[config.mk]
export PLATFORM = sky130hd
export DESIGN_NAME = eq_sample_feeder
export DESIGN_NICKNAME = d
export VERILOG_FILES = /design/src/rtl/eq_sample_feeder_pkg.sv /design/src/rtl/sample_fifo.sv /design/src/rtl/eq_sample_feeder.sv
export SDC_FILE = /design/constraint.sdc
export NUM_CORES = 1
export LEC_CHECK = 0
export ABC_CLOCK_PERIOD_IN_PS = 5800
export CORE_MARGIN = 2
export CORE_UTILIZATION = 64
export CTS_BUF_LIST = sky130_fd_sc_hd__clkbuf_8
export DETAILED_ROUTE_END_ITERATION = 12
export GPL_TIMING_DRIVEN = 1
export MAX_ROUTING_LAYER = met4
export PLACE_DENSITY = 0.84
export SETUP_SLACK_MARGIN = 0.02
export SYNTH_ARGS = -nofsm -noshare
export SYNTH_HDL_FRONTEND = slang
export SYNTH_HIERARCHICAL = 1
export SYNTH_SLANG_ARGS = --single-unit
[constraint.sdc]
create_clock -name alg_clk -period 5.8 [get_ports alg_clk]
set_clock_uncertainty 0.1 [all_clocks]
set_input_delay 1.45 -clock alg_clk [delete_from_list [all_inputs] [get_ports alg_clk]]
set_output_delay 1.45 -clock alg_clk [all_outputs]
set_load 0.005 [all_outputs]
[src/rtl/eq_sample_feeder_pkg.sv]
// Shared types for the EQ sample feeder: FSM states and the control-plane status record.
package eq_sample_feeder_pkg;

  localparam int SAMPLE_W  = 24;
  // Status counters are carried at this width; the top clamps them to its CNT_W.
  localparam int MAX_CNT_W = 32;

  typedef enum logic {
    IDLE    = 1'b0,
    PENDING = 1'b1
  } feeder_state_t;

  typedef struct packed {
    logic                 underrun;
    logic                 overflow;
    logic [MAX_CNT_W-1:0] underrun_cnt;
    logic [MAX_CNT_W-1:0] overflow_cnt;
  } feeder_status_t;

endpackage

[src/rtl/sample_fifo.sv]
// Single-clock synchronous FIFO with occupancy count; head word is visible combinationally on rd_data.
module sample_fifo #(
  parameter int DATA_W = 24,
  parameter int DEPTH  = 16,
  localparam int PTR_W = $clog2(DEPTH)
) (
  input  logic                     clk,
  input  logic                     resetn,
  input  logic                     wr_en,
  input  logic signed [DATA_W-1:0] wr_data,
  input  logic                     rd_en,
  output logic signed [DATA_W-1:0] rd_data,
  output logic [PTR_W:0]           count
);

  logic signed [DATA_W-1:0] mem [DEPTH];
  logic [PTR_W-1:0]         wr_ptr;
  logic [PTR_W-1:0]         rd_ptr;
  logic                     do_wr;
  logic                     do_rd;

  // Guards are decided on the registered count only, so a full FIFO never accepts a write.
  assign do_wr   = wr_en && (count != (PTR_W+1)'(DEPTH));
  assign do_rd   = rd_en && (count != '0);
  assign rd_data = mem[rd_ptr];

  always_ff @(posedge clk) begin
    if (!resetn) begin
      wr_ptr <= '0;
      rd_ptr <= '0;
      count  <= '0;
    end else begin
      if (do_wr) wr_ptr <= wr_ptr + 1'b1;
      if (do_rd) rd_ptr <= rd_ptr + 1'b1;
      case ({do_wr, do_rd})
        2'b10:   count <= count + 1'b1;
        2'b01:   count <= count - 1'b1;
        default: count <= count;
      endcase
    end
  end

  always_ff @(posedge clk) begin
    if (do_wr) mem[wr_ptr] <= wr_data;
  end

endmodule

[src/rtl/eq_sample_feeder.sv]
// Responder for the EQ sample-request interface: FIFO-buffered samples, one-cycle delivery strobe,
// a single merged pending request on underrun, and sticky/saturating underrun and overflow status.
module eq_sample_feeder
  import eq_sample_feeder_pkg::*;
#(
  parameter int DATA_W = SAMPLE_W,
  parameter int DEPTH  = 16,
  parameter int CNT_W  = 16,
  localparam int LVL_W = $clog2(DEPTH) + 1
) (
  input  logic                     alg_clk,
  input  logic                     resetn,
  input  logic signed [DATA_W-1:0] in_sample,
  input  logic                     in_valid,
  output logic                     in_ready,
  input  logic                     send_next_sample,
  output logic signed [DATA_W-1:0] sample_data,
  output logic                     sample_valid,
  output logic [LVL_W-1:0]         fill_level,
  output logic                     underrun,
  output logic                     overflow,
  output logic [CNT_W-1:0]         underrun_cnt,
  output logic [CNT_W-1:0]         overflow_cnt,
  input  logic                     clear_status
);

  localparam logic [MAX_CNT_W-1:0] CNT_MAX = MAX_CNT_W'((64'd1 << CNT_W) - 64'd1);

  logic [LVL_W-1:0]         count;
  logic signed [DATA_W-1:0] head_p0;
  logic                     wr_p0;
  logic                     drop_p0;
  logic                     pop_p0;
  logic                     ur_event_p0;
  feeder_state_t            state_q;
  feeder_state_t            state_d;
  feeder_status_t           status_q;
  feeder_status_t           status_d;

  function automatic logic [MAX_CNT_W-1:0] sat_inc(input logic [MAX_CNT_W-1:0] value);
    return (value == CNT_MAX) ? value : value + 1'b1;
  endfunction

  assign in_ready = (count < LVL_W'(DEPTH));
  assign wr_p0    = in_valid && in_ready;
  assign drop_p0  = in_valid && !in_ready;

  sample_fifo #(
    .DATA_W (DATA_W),
    .DEPTH  (DEPTH)
  ) u_fifo (
    .clk     (alg_clk),
    .resetn  (resetn),
    .wr_en   (wr_p0),
    .wr_data (in_sample),
    .rd_en   (pop_p0),
    .rd_data (head_p0),
    .count   (count)
  );

  always_comb begin
    state_d     = state_q;
    pop_p0      = 1'b0;
    ur_event_p0 = 1'b0;
    case (state_q)
      IDLE: begin
        if (send_next_sample) begin
          if (count != '0) begin
            pop_p0 = 1'b1;
          end else begin
            state_d     = PENDING;
            ur_event_p0 = 1'b1;
          end
        end
      end
      PENDING: begin
        // Extra requests fold into the one outstanding request but are still reported.
        ur_event_p0 = send_next_sample;
        if (count != '0) begin
          pop_p0  = 1'b1;
          state_d = IDLE;
        end
      end
      default: state_d = IDLE;
    endcase
  end

  always_comb begin
    status_d = status_q;
    if (ur_event_p0) begin
      status_d.underrun     = 1'b1;
      status_d.underrun_cnt = sat_inc(status_q.underrun_cnt);
    end
    if (drop_p0) begin
      status_d.overflow     = 1'b1;
      status_d.overflow_cnt = sat_inc(status_q.overflow_cnt);
    end
    if (clear_status) status_d = '0;
  end

  // Stage boundary: pop decided this cycle, sample delivered on the next.
  always_ff @(posedge alg_clk) begin
    if (!resetn) begin
      state_q      <= IDLE;
      status_q     <= '0;
      sample_valid <= 1'b0;
      sample_data  <= '0;
    end else begin
      state_q      <= state_d;
      status_q     <= status_d;
      sample_valid <= pop_p0;
      if (pop_p0) sample_data <= head_p0;
    end
  end

  assign fill_level   = count;
  assign underrun     = status_q.underrun;
  assign overflow     = status_q.overflow;
  assign underrun_cnt = status_q.underrun_cnt[CNT_W-1:0];
  assign overflow_cnt = status_q.overflow_cnt[CNT_W-1:0];

endmodule

* Yosys cells after proc, flatten, opt, wreduce, memory -nomap -nowiden *
Memory sizes are Yosys's and may differ from the RTL's. A register that Yosys moved wholly into a read port is not among the register bits.
Cells that the tools add are included.

storage, ports and cells
  output and inout bits = 65
  bits in registers = 81
  input port bits = 29
  logic and storage cells = 47
  memories = 1
  memory bits (writable) = 384

operators by class
  $lt $le $gt $ge = 1
  reductions and logical operators = 11
  eq/ne operators = 5
  bitwise gates (word level) = 4
  add/sub/neg operators = 6
  mux-type cells = 10

memories
  memory      words  width  rd ports  clocked after memory_dff  write ports  RTL line           RTL
  u_fifo.mem  16     24     1         1                         1            sample_fifo.sv:16  logic signed [DATA_W-1:0] mem [DEPTH];

operator list
  cell                                              count
  adder 32 x 1 -> 32 bit, second input constant     2
  == test 32 x 16 -> 1 bit, second input constant   2
  case mux 5 bit (2 select lines)                   1
  adder 4 x 1 -> 4 bit, second input constant       2
  2-to-1 mux 1 bit                                  6
  case mux 1 bit (2 select lines)                   3
  adder 5 x 1 -> 5 bit, second input constant       1
  < comparator 5 bit, second input constant         1
  inequality test 5 bit, second input constant      1
  nonzero test 5 bit                                1
  subtractor 5 x 1 -> 5 bit, second input constant  1
  logical AND 1 bit                                 4
  NOT 1 bit                                         4
  AND reduction 2 bit                               2
  == test 2 x 1 -> 1 bit, second input constant     1
  == test 2 bit, second input constant              1
  zero test 1 bit                                   2
  nonzero test 2 bit                                1
  OR reduction 2 bit                                1

* Depth between registers and ports, before layout *
Gate-level depths: netlist of run 1.

  word-level depth = 7
  mapped depth = 14
  depth with buffers taken out = 12

* Cells and area by module *
Netlist of run 1, hierarchy kept.

modules (own cells, without submodules)
  module            cells an instance  area each (sq um)  instances  sequential area each (sq um)
  sample_fifo       718                15,436.1           1          11,871.4
  eq_sample_feeder  568                4,586.9            1          1,841.8

* Worst setup path before layout of run 1 *
Ideal clock, no wire load.

  path type = input port to flip-flop
  start point = input port in_valid
  end point = memory u_fifo.mem[0][0] (enable)
  data arrival time = 3.765 ns
  setup time = 0.435 ns
  cell stages on the path = 5
  buffers on the path = 1
  path slack = 1.500 ns
  required time = 5.265 ns
  cell sequence = nor2b_1 o21a_1 buf_6 nand2_1 nor3_1

on the way
  cells in the longest elaborated chain, start to end = 4

RTL lines
  element                                 RTL line                RTL
  start: declaration                      eq_sample_feeder.sv:14  input logic in_valid,
  logical AND 1 bit                       eq_sample_feeder.sv:45  assign wr_p0 = in_valid && in_ready;
  logical AND 1 bit                       sample_fifo.sv:23       assign do_wr = wr_en && (count != (PTR_W+1)'(DEPTH));
  2-to-1 mux 1 bit                        sample_fifo.sv:44       if (do_wr) mem[wr_ptr] <= wr_data;
  2-to-1 mux 1 bit (implied by the code)  sample_fifo.sv:44
  end: declaration                        sample_fifo.sv:16

No other way between the ends.

* Final worst setup path of run 1 *
  start point = input port send_next_sample
  end point = register u_fifo.count[4]

on the way
  cells in the longest elaborated chain, start to end = 5
  elaborated cells between the ends (all ways) = 7
  classes of those cells = 2 x eq/ne; 3 x mux; 2 x reduce/logical

RTL lines
  element                                                                       RTL line                RTL
  start: declaration                                                            eq_sample_feeder.sv:16  input logic send_next_sample,
  2-to-1 mux 1 bit (*)                                                          eq_sample_feeder.sv:67  if (send_next_sample) begin
  case mux 1 bit (2 select lines) (*)                                           eq_sample_feeder.sv:65  case (state_q)
  logical AND 1 bit (*)                                                         sample_fifo.sv:24       assign do_rd = rd_en && (count != '0);
  named net u_fifo.do_rd                                                        sample_fifo.sv:20       logic do_rd;
  == test 2 x 1 -> 1 bit / == test 2 bit (equally long branches)                sample_fifo.sv:35       case ({do_wr, do_rd})
  case mux 5 bit (2 select lines) / nonzero test 2 bit (equally long branches)  --
  end signal: assignment                                                        sample_fifo.sv:36       2'b10: count <= count + 1'b1;
  end signal: assignment                                                        sample_fifo.sv:37       2'b01: count <= count - 1'b1;
  end signal: assignment                                                        sample_fifo.sv:38       default: count <= count;
  end: declaration                                                              sample_fifo.sv:13       output logic [PTR_W:0] count

Mark *: on every way through the listed nets, which the timed path passes. The rest lies on a longest branch.
A chain may end at the register's enable or synchronous reset.

==> results_dict.tcl, run 1 <==
set metrics [dict create \
    async_flop_share_pct 0 \
    wire_per_inst_um 23.8 \
    synth_nets 1325 \
    detail_route.wirelength_um 43800 \
    ant_nets 0 \
    synth_warnings 6 \
    port_buffers 93 \
    setup-tns-final_ps 0 \
    yosysSeqAreaShare_pct 68.5 \
    cts.sinks 493 \
    setup_viol 0 \
    synth_top_cell_by_area "edfxtp_1" \
    synth_edf_count 384 \
    cts_made_buffers 77 \
    fin_crit_sh_pct 68.0 \
    overflow 0 \
    worst_pin_slew_ps 1250 \
    maxSlewHeadroom_pct 16.7 \
    grt_pass1_vias 12000 \
    fp-row-count 64 \
    startpoint_type "input pin" \
    fin_area_um2 22800 \
    io_pins 94 \
    cp-end-kind "flip-flop" \
    status "complete, no violations" \
    gr-usage-met3_pct 4.50 \
    top_usage_layer "met2" \
    gp_congestion 0.848 \
    drt_iter0_drc 1409 \
    cap_violations 0 \
    grt_pass1_wl_um 68100 \
    synthFlopType "edfxtp_1" \
    netlist_instances 1286 \
    period_needed_ps 3940 \
    cts_buffer_depth 3 \
    h-tree-depth 3 \
    critPathRequiredTime_ps 6230 \
    die_area_um2 32700 \
    ys_ff_latch 493 \
    routed_via_density 6.55 \
    r2r_start "u_fifo/count[4]" \
    core_area_um2 30700 \
    regToRegSetupSlack_ps 2120 \
    p_leak_nw 7.30 \
    synth_top_area_share_pct 57.6 \
    postSynthAreaPerCell_um2 15.6 \
    clk_latency_ps 600 \
    hold_depth 2 \
    cts_setup_buffers 0 \
    drc 0 \
    placed_cell_area_um2 21200 \
    clkTransAtPathRegs_ps 60 \
    drive_gt1_share_pct 18.5 \
    vias 12100 \
    cts-root-buf "clkbuf_8" \
    hold_viol 0 \
    grt_usage_pct 28.1 \
    area_growth_pct 13.7 \
    num-fill-cells 1754 \
    hp-start "sample_data[10]" \
    rsz0062_at_grt "no" \
    grt.met1_usage_pct 36.6 \
    fp.dieW_um 181 \
    clock.fmax_mhz 254 \
    path_class "in2reg" \
    ys_top_cells_by_count "384 x edfxtp_1, 111 x nand2_1, 109 x dfxtp_1, 96 x mux4_2, 49 x a22oi_1" \
    hold_end "sample_data[10]" \
    slew_violations 0 \
    p_per_area_nw_per_um2 393 \
    cts_resized 0 \
    cts_tree "yes" \
    peakVddDrop_uv 311 \
    yosysUniqueCellTypes 65 \
    min_path_type "reg2reg" \
    synth_area_um2 20000 \
    hpwlAfterDp_um 25200 \
    crit_arrival_ps 4370 \
    fp.dieH_um 181 \
    ctsHoldBuffers 0 \
    fin_nets 1419 \
    synth_most_common_cell "edfxtp_1" \
    rr_endpoint "u_fifo/count[4]" \
    multi_input_area_um2 5780 \
    start_util_pct 65.3 \
    grt_max_degree 65 \
    met2_usage_pct 45.2 \
    antenna_found_initial 1 \
    r2r_cells 13 \
    synth_area_leaders "edfxtp_1 58%, dfxtp_1 11%, mux4_2 11%" \
    cp_max_fo 25 \
    seq_area_um2 13700 \
    dr.pass1.iters 5 \
]
how the worst max path moves through the flow:
stage,slack [ps],start,endpoint,cells after the start
global placement,1390,send_next_sample,u_fifo/count[4],13
finish,1860,send_next_sample,u_fifo/count[4],13
global route,1690,send_next_sample,u_fifo/count[4],12
floorplan,1500,in_valid,u_fifo/mem[0][0],5
detailed placement,1280,send_next_sample,u_fifo/count[4],13
CTS,1890,send_next_sample,u_fifo/count[4],13
cell usage in the layout (no fill, tap or decap), drive strengths merged, types with 41 or more instances in the layout:
| master | instances |
|---|---|
| nand2 | 111 |
| mux4 | 96 |
| nor2 | 41 |
| clkbuf | 94 |
| dfxtp | 109 |
| a21oi | 44 |
| edfxtp | 384 |
| inv | 51 |
| a22oi | 49 |
| clkdlybuf4s50 | 92 |
per-stage QoR:
stage                     util [%]  instances  hold slack (ps)  setup slack (ps)  power, mW
after global placement        69.0       1697              350              1390       6.00
after global routing          74.2       1842              387              1690       9.30
after CTS                     74.2       1841              370              1890       9.00
final                         74.2       1842              370              1860       8.95
after floorplan                  -       1286              352              1500       5.43
after detailed placement      69.0       1697              360              1280       6.09
state kept, by name (all words and copies together), names as in the netlist, named ones only:
signal	count
status_q	32
u_fifo/count	5
underrun_cnt	16
underrun	1
overflow_cnt	16
u_fifo/rd_ptr	4
sample_valid	1
u_fifo/wr_ptr	4
state_q	1
overflow	1
sample_data	24
u_fifo/mem	384
worst max-delay path: stages:
cell	delay, ps
clkdlybuf4s50_1	520
o32ai_4	130
buf_4	400
clkinv_1	220
o21ai_4	130
inv_1	60
ha_1	320
xor2_1	200
ha_1	230
nand2_1	70
o21ai_0	130
or3_1	410
nand4_1	100
where the power goes:
group | switching (mW) | leakage [nW] | internal, mW | total [mW]
logic | 0.943 | 2.01 | 0.803 | 1.75
registers | 0.226 | 4.35 | 4.07 | 4.29
clock network | 1.34 | 0.930 | 1.57 | 2.91
cells by family (layout without fill, tap and decap cells):
family          Yosys count  after routing  synth area share [%]
flops                   493            493                  68.5
simple gates            352            352                  9.45
compound gates          193            193                  6.47
buf+inv                 118            277                  3.09
mux                     101            101                  11.0
xor+xnor                 19             19                 0.831
fa+ha+maj                10             10                 0.625
other cells               0              1                     0
metal layers:
| metal | wire length, um | share of wire (%) |
|---|---|---|
| met5 | 0 | 0 |
| met4 | 1280 | 2.9 |
| met3 | 3720 | 8.5 |
| met2 | 22100 | 51 |
| met1 | 16700 | 38 |
layout make-up:
class | count | area share [%]
inverter | 16 | 0.264
clock buffer | 94 | 5.68
antenna | 1 | 0.0110
timing repair buffer | 117 | 4.91
sequential | 493 | 60.3
tap | 396 | 2.18
clock inverter | 50 | 1.26
multi-input combinational | 675 | 25.4
Power figures use the tool's default switching activity.
==> run 2, diff against run 1 <==
Settings changed: ABC_CLOCK_PERIOD_IN_PS 5800 to 3470, CORE_UTILIZATION 64 to 56, PLACE_DENSITY 0.84 to 0.78.
Clock period 5.8 ns to 3.47 ns, I/O delays scaled along.
==> results_dict.tcl, run 2 (synthesis gave the netlist of run 1 again) <==
set metrics [dict create \
    p_per_area_nw_per_um2 634 \
    cts-root-buf "clkbuf_8" \
    cts_resized 0 \
    cts.sinks 493 \
    cap_violations 0 \
    peakVddDrop_uv 486 \
    io_pins 94 \
    period_needed_ps 2950 \
    drc 0 \
    final_cell_mix "384 x edfxtp_1, 111 x nand2_1, 107 x dfxtp_1, 96 x mux4_2, 92 x clkdlybuf4s50_1" \
    slew_violations 0 \
    clkTransAtPathRegs_ps 60 \
    regToRegSetupSlack_ps 520 \
    cts_tree "yes" \
    grt_pass1_wl_um 67700 \
    seq_area_um2 13700 \
    cts_buffer_depth 3 \
    cp_max_fo 11 \
    fin_nets 1450 \
    drt_iter0_drc 1025 \
    overflow 0 \
    maxSlewHeadroom_pct 38.8 \
    clock.fmax_mhz 339 \
    ant_nets 0 \
    gp_congestion 0.869 \
    port_buffers 93 \
    cp-end-kind "flip-flop" \
    routed_via_density 6.16 \
    fin_ws_ps 524 \
    fp-row-count 69 \
    start_util_pct 56.6 \
    grt_max_degree 47 \
    core_area_um2 35400 \
    pre_cts_ws_ps 107 \
    grt_usage_pct 25.0 \
    setup-tns-final_ps 0 \
    grt_pass1_vias 12000 \
    critPathRequiredTime_ps 3830 \
    fin_crit_sh_pct 84.9 \
    crit_arrival_ps 3310 \
    largest_register_ff_count 384 \
    hold_viol 0 \
    total_power_mw 14.6 \
    fp.dieH_um 193 \
    min_path_type "reg2reg" \
    multi_input_area_um2 5840 \
    fp.dieW_um 193 \
    cts_made_buffers 77 \
    clk_latency_ps 610 \
    area_growth_pct 15.3 \
    die_area_um2 37300 \
    drive_gt1_share_pct 19.6 \
    cts_setup_buffers 0 \
    num-fill-cells 2405 \
    startpoint_type "flip-flop" \
    p_leak_nw 7.41 \
    antenna_found_initial 1 \
    setup_viol 0 \
    largestRegisters "u_fifo/mem: 384 flops, status_q: 32 flops, sample_data: 24 flops" \
    status "complete, no violations" \
    rsz0062_at_grt "no" \
    regMostFlops "u_fifo/mem" \
    detail_route.wirelength_um 43300 \
    hpwlAfterDp_um 25600 \
    vias 11900 \
    h-tree-depth 3 \
    mostFrequentLayoutCell "edfxtp_1" \
    dr.pass1.iters 5 \
    path_class "reg2reg" \
    worst_pin_slew_ps 911 \
    wire_per_inst_um 22.4 \
    ctsHoldBuffers 0 \
]
==> run 2: cell type report <==
| class | instances | area share (%) |
|---|---|---|
| Tap cell | 461 | 2.50 |
| Antenna cell | 1 | 0.0108 |
| Timing Repair Buffer | 148 | 6.34 |
| Clock inverter | 54 | 1.05 |
| Multi-Input combinational cell | 675 | 25.3 |
| Sequential cell | 493 | 59.4 |
| Clock buffer | 86 | 5.13 |
| Inverter | 16 | 0.265 |
==> run 2: path summary, 6_finish.rpt <==
kind / from / endpoint / cells after the start
worst max-delay path: u_fifo/count[1] / u_fifo/count[4] / 11
worst min-delay path: sample_data[2] / sample_data[2] / 2
worst min register to register: sample_data[2] / sample_data[2] / 2
worst max register to register: u_fifo/count[1] / u_fifo/count[4] / 11
==> run 2: where the power goes <==
group / internal [mW] / switching [mW] / total, mW
registers: 6.80 / 0.283 / 7.08
logic: 1.46 / 1.64 / 3.10
clock network: 2.29 / 2.16 / 4.45
==> run 2: worst max-delay path, cell delays in order (launching register included) <==
cell	delay, ps
dfxtp_1	420
or3_1	450
o32ai_4	260
clkinv_2	130
o21ai_4	110
inv_1	70
ha_1	250
xor2_1	170
ha_1	230
o31ai_1	360
o21a_1	180
nand4_1	90
==> run 2: through the flow <==
stage / instances / hold WS (ps) / utilization [%] / area (um^2)
5_1_grt: 1934 / 382 / 65.2 / 23100
3_3_place_gp: 1793 / 350 / 61.2 / 21700
4_1_cts: 1933 / 369 / 65.2 / 23100
2_1_floorplan: 1286 / 352 / - / 20000
3_5_place_dp: 1793 / 360 / 61.2 / 21700
6_report: 1934 / 363 / 65.2 / 23100
==> run 2: routing by layer <==
metal | GRT usage [%] | vias to the layer above | part of all wire [%]
met5 | - | - | 0
met4 | 9.09 | 0 | 2.8
met3 | 4.29 | 98 | 6.6
met2 | 40.1 | 470 | 49
met1 | 32.7 | 6029 | 41
li1 | - | 5320 | -
==> RTL edit, RTL diff (flow settings as in run 2) <==
Make the reset (`resetn`) asynchronous in 2 clocked blocks.
--- a/src/rtl/sample_fifo.sv
+++ b/src/rtl/sample_fifo.sv
@@ -26,3 +26,3 @@
 
-  always_ff @(posedge clk) begin
+  always_ff @(posedge clk or negedge resetn) begin
     if (!resetn) begin
--- a/src/rtl/eq_sample_feeder.sv
+++ b/src/rtl/eq_sample_feeder.sv
@@ -101,3 +101,3 @@
   // Stage boundary: pop decided this cycle, sample delivered on the next.
-  always_ff @(posedge alg_clk) begin
+  always_ff @(posedge alg_clk or negedge resetn) begin
     if (!resetn) begin
Check against the original RTL: differs if resetn is asserted again (counterexample within 4 cycles, from zero or initial values and one cycle with resetn low); with resetn held inactive, the same outputs for 4 cycles.
==> RTL edit against run 2 <==
Synthesized cell count fell by 2.4%. Via count fell by 2.2%. Fmax is 2.2% lower. First-iteration DRC count shrank 27%. Setup slack worse by 67 ps. Area after synthesis rose by 1.7%. Power grew 13%. Sequential cell count shrank 4. Non-clock buffer count increased by 15. Wire length decreased by 0.98%. Final area increased by 1.2%.
==> RTL edit: results (changes against run 2) <==
status: completed
largest net degree at the start of global routing: 51 (+8.5%)
Iteration-0 DRC Markers: 749 (-27%)
DP HPWL: 25,900 um (+1.2%)
first-pass GRT wire length: 66,600 um (-1.7%)
gr usage total: 0.237 (-0.0130)
Final nets: 1,445 (-0.34%)
sequential area share after synthesis: 0.695 (+0.0106)
worst rel slew slack: 0.368 (-0.0194)
first drt pass iteration count: 5 (unchanged)
H-tree levels: 3 (unchanged)
Slowest cell on crit path: or4_4
Post-Route WL: 42,900 um (-0.98%)
post-synthesis net count: 1,296 (-2.2%)
Worst Reg2Reg Path Length in Cells: 11 (unchanged)
worst hold path class: in -> async
crit-path max FO: 6 (-5)
Top delay family on crit path: simple AND/OR/NAND/NOR gates
EDFF count, synth: 384 (unchanged)
Clock Latency Late Sink: 640 ps (+30 ps)
ranking of synthesized cells by area: edfxtp_1 57%, dfrtp_1 13%, mux4_2 5.3%
CTS root buf: clkbuf_8
post-CTS sizing: 0 (unchanged)
fraction of layout cells with a size suffix above 1: 0.194 (-0.00151)
Pleak: 0.00840 uW (+13%)
clk buf depth: 3 (unchanged)
distinct cell type count after synthesis: 58 (-11%)
synth cell count leaders: 384 x edfxtp_1, 105 x dfrtp_1, 97 x mux2i_1, 67 x o21ai_0, 59 x nand2_1
top flop regs: u_fifo/mem (384), status_q (32), sample_data (24)
Post-synth ARST share: 0.215 (+0.215)
ANT cells: 0 (-1)
drt via density: 6.04 (-2.0%)
Yosys warnings: 6 (unchanged)
max incr delay on CP: 550 ps (+100 ps)
Setup crit start: u_fifo/count[0]$_DFFE_PN0P_
gpl congestion: 0.835 (-3.9%)
initial antenna violation count: 0 (-1)
Worst VDD drop: 0.495 mV (+1.9%)
TritonCTS buffer count: 78 (+1.3%)
DP Worst Slack: 22.7 ps (-84.5 ps)
clk slew on worst S/H paths: 60 ps (about the same)
setup bufs post-CTS: 0 (unchanged)
CP Data Arrival Time: 3400 ps (+90 ps)
vias in the first global route: 11,800 (-2.1%)
PortBufs: 93 (unchanged)
==> RTL edit: cell types whose count changed after synthesis, sizes merged, moves of 16 or more <==
cell    delta
a21boi    -24
or3       -28
a221oi    +48
mux4      -48
o21ai     +31
dfxtp    -109
mux2      +26
mux2i     +92
xor2      +24
clkbuf    -22
a22oi     -24
nand2     -51
a21oi     -16
dfrtp    +105
==> RTL edit: cell families after synthesis <==
family                   share of synthesized area
AO/OA/AOI/OAI                               0.0642
flip-flops                                   0.695
adder cells (fa/ha/maj)                    0.00774
AND/OR/NAND/NOR                             0.0654
multiplexers                                 0.115
XOR/XNOR                                    0.0194
buffers and inverters                       0.0325
==> RTL edit: where the power goes <==
group | switching, uW | internal, uW
logic | 2620 | 2280
registers | 366 | 6880
clock network | 2230 | 2200
total | 5210 | 11400
==> RTL edit: per-layer routing <==
layer,vias up,track usage,routed length (um)
met1,5971,0.307,18100
met2,359,0.384,21300
met3,88,0.0420,2410
li1,5236,-,-
met5,-,-,0
met4,0,0.0803,1130
==> RTL edit: path summary, 6_finish.rpt <==
path,end,slack [ps]
max in group asynchronous,u_fifo/count[0]$_DFFE_PN0P_,2240
worst max register to register,u_fifo/count[4]$_DFFE_PN0P_,460
worst max-delay path,u_fifo/count[4]$_DFFE_PN0P_,460
worst min-delay path,sample_data[10]$_DFFE_PN0P_,200
worst min register to register,underrun$_DFFE_PN0P_,400
min in group alg_clk,underrun$_DFFE_PN0P_,400
==> RTL edit: final cells by class <==
cell class | count | area (um^2)
Tap cell | 461 | 577
Timing Repair Buffer | 163 | 1510
Fill cell | 2440 | 12300
Sequential cell | 489 | 14200
Multi-Input combinational cell | 657 | 5630
Inverter | 15 | 56.3
Clock buffer | 81 | 1110
Clock inverter | 63 | 305
==> RTL edit: worst register-to-register path, stage by stage (launching register included) <==
cell     delay (ps)
dfrtp_1         450
or4_4           550
o21a_1          200
inv_1            60
ha_1            190
inv_1            90
fa_1            390
nor2b_1         110
o21ai_0         110
nand3_1         100
or3b_1          360
xnor2_1         150
==> RTL edit: through the flow <==
stage,total power [uW],hold slack (ps),instance area [um^2],instances
floorplan,10600,391,20400,1255
global placement,12100,385,21900,1785
CTS,16700,183,23400,1929
finish,16600,198,23400,1929
global route,17300,221,23400,1929
detailed placement,12300,395,21900,1785
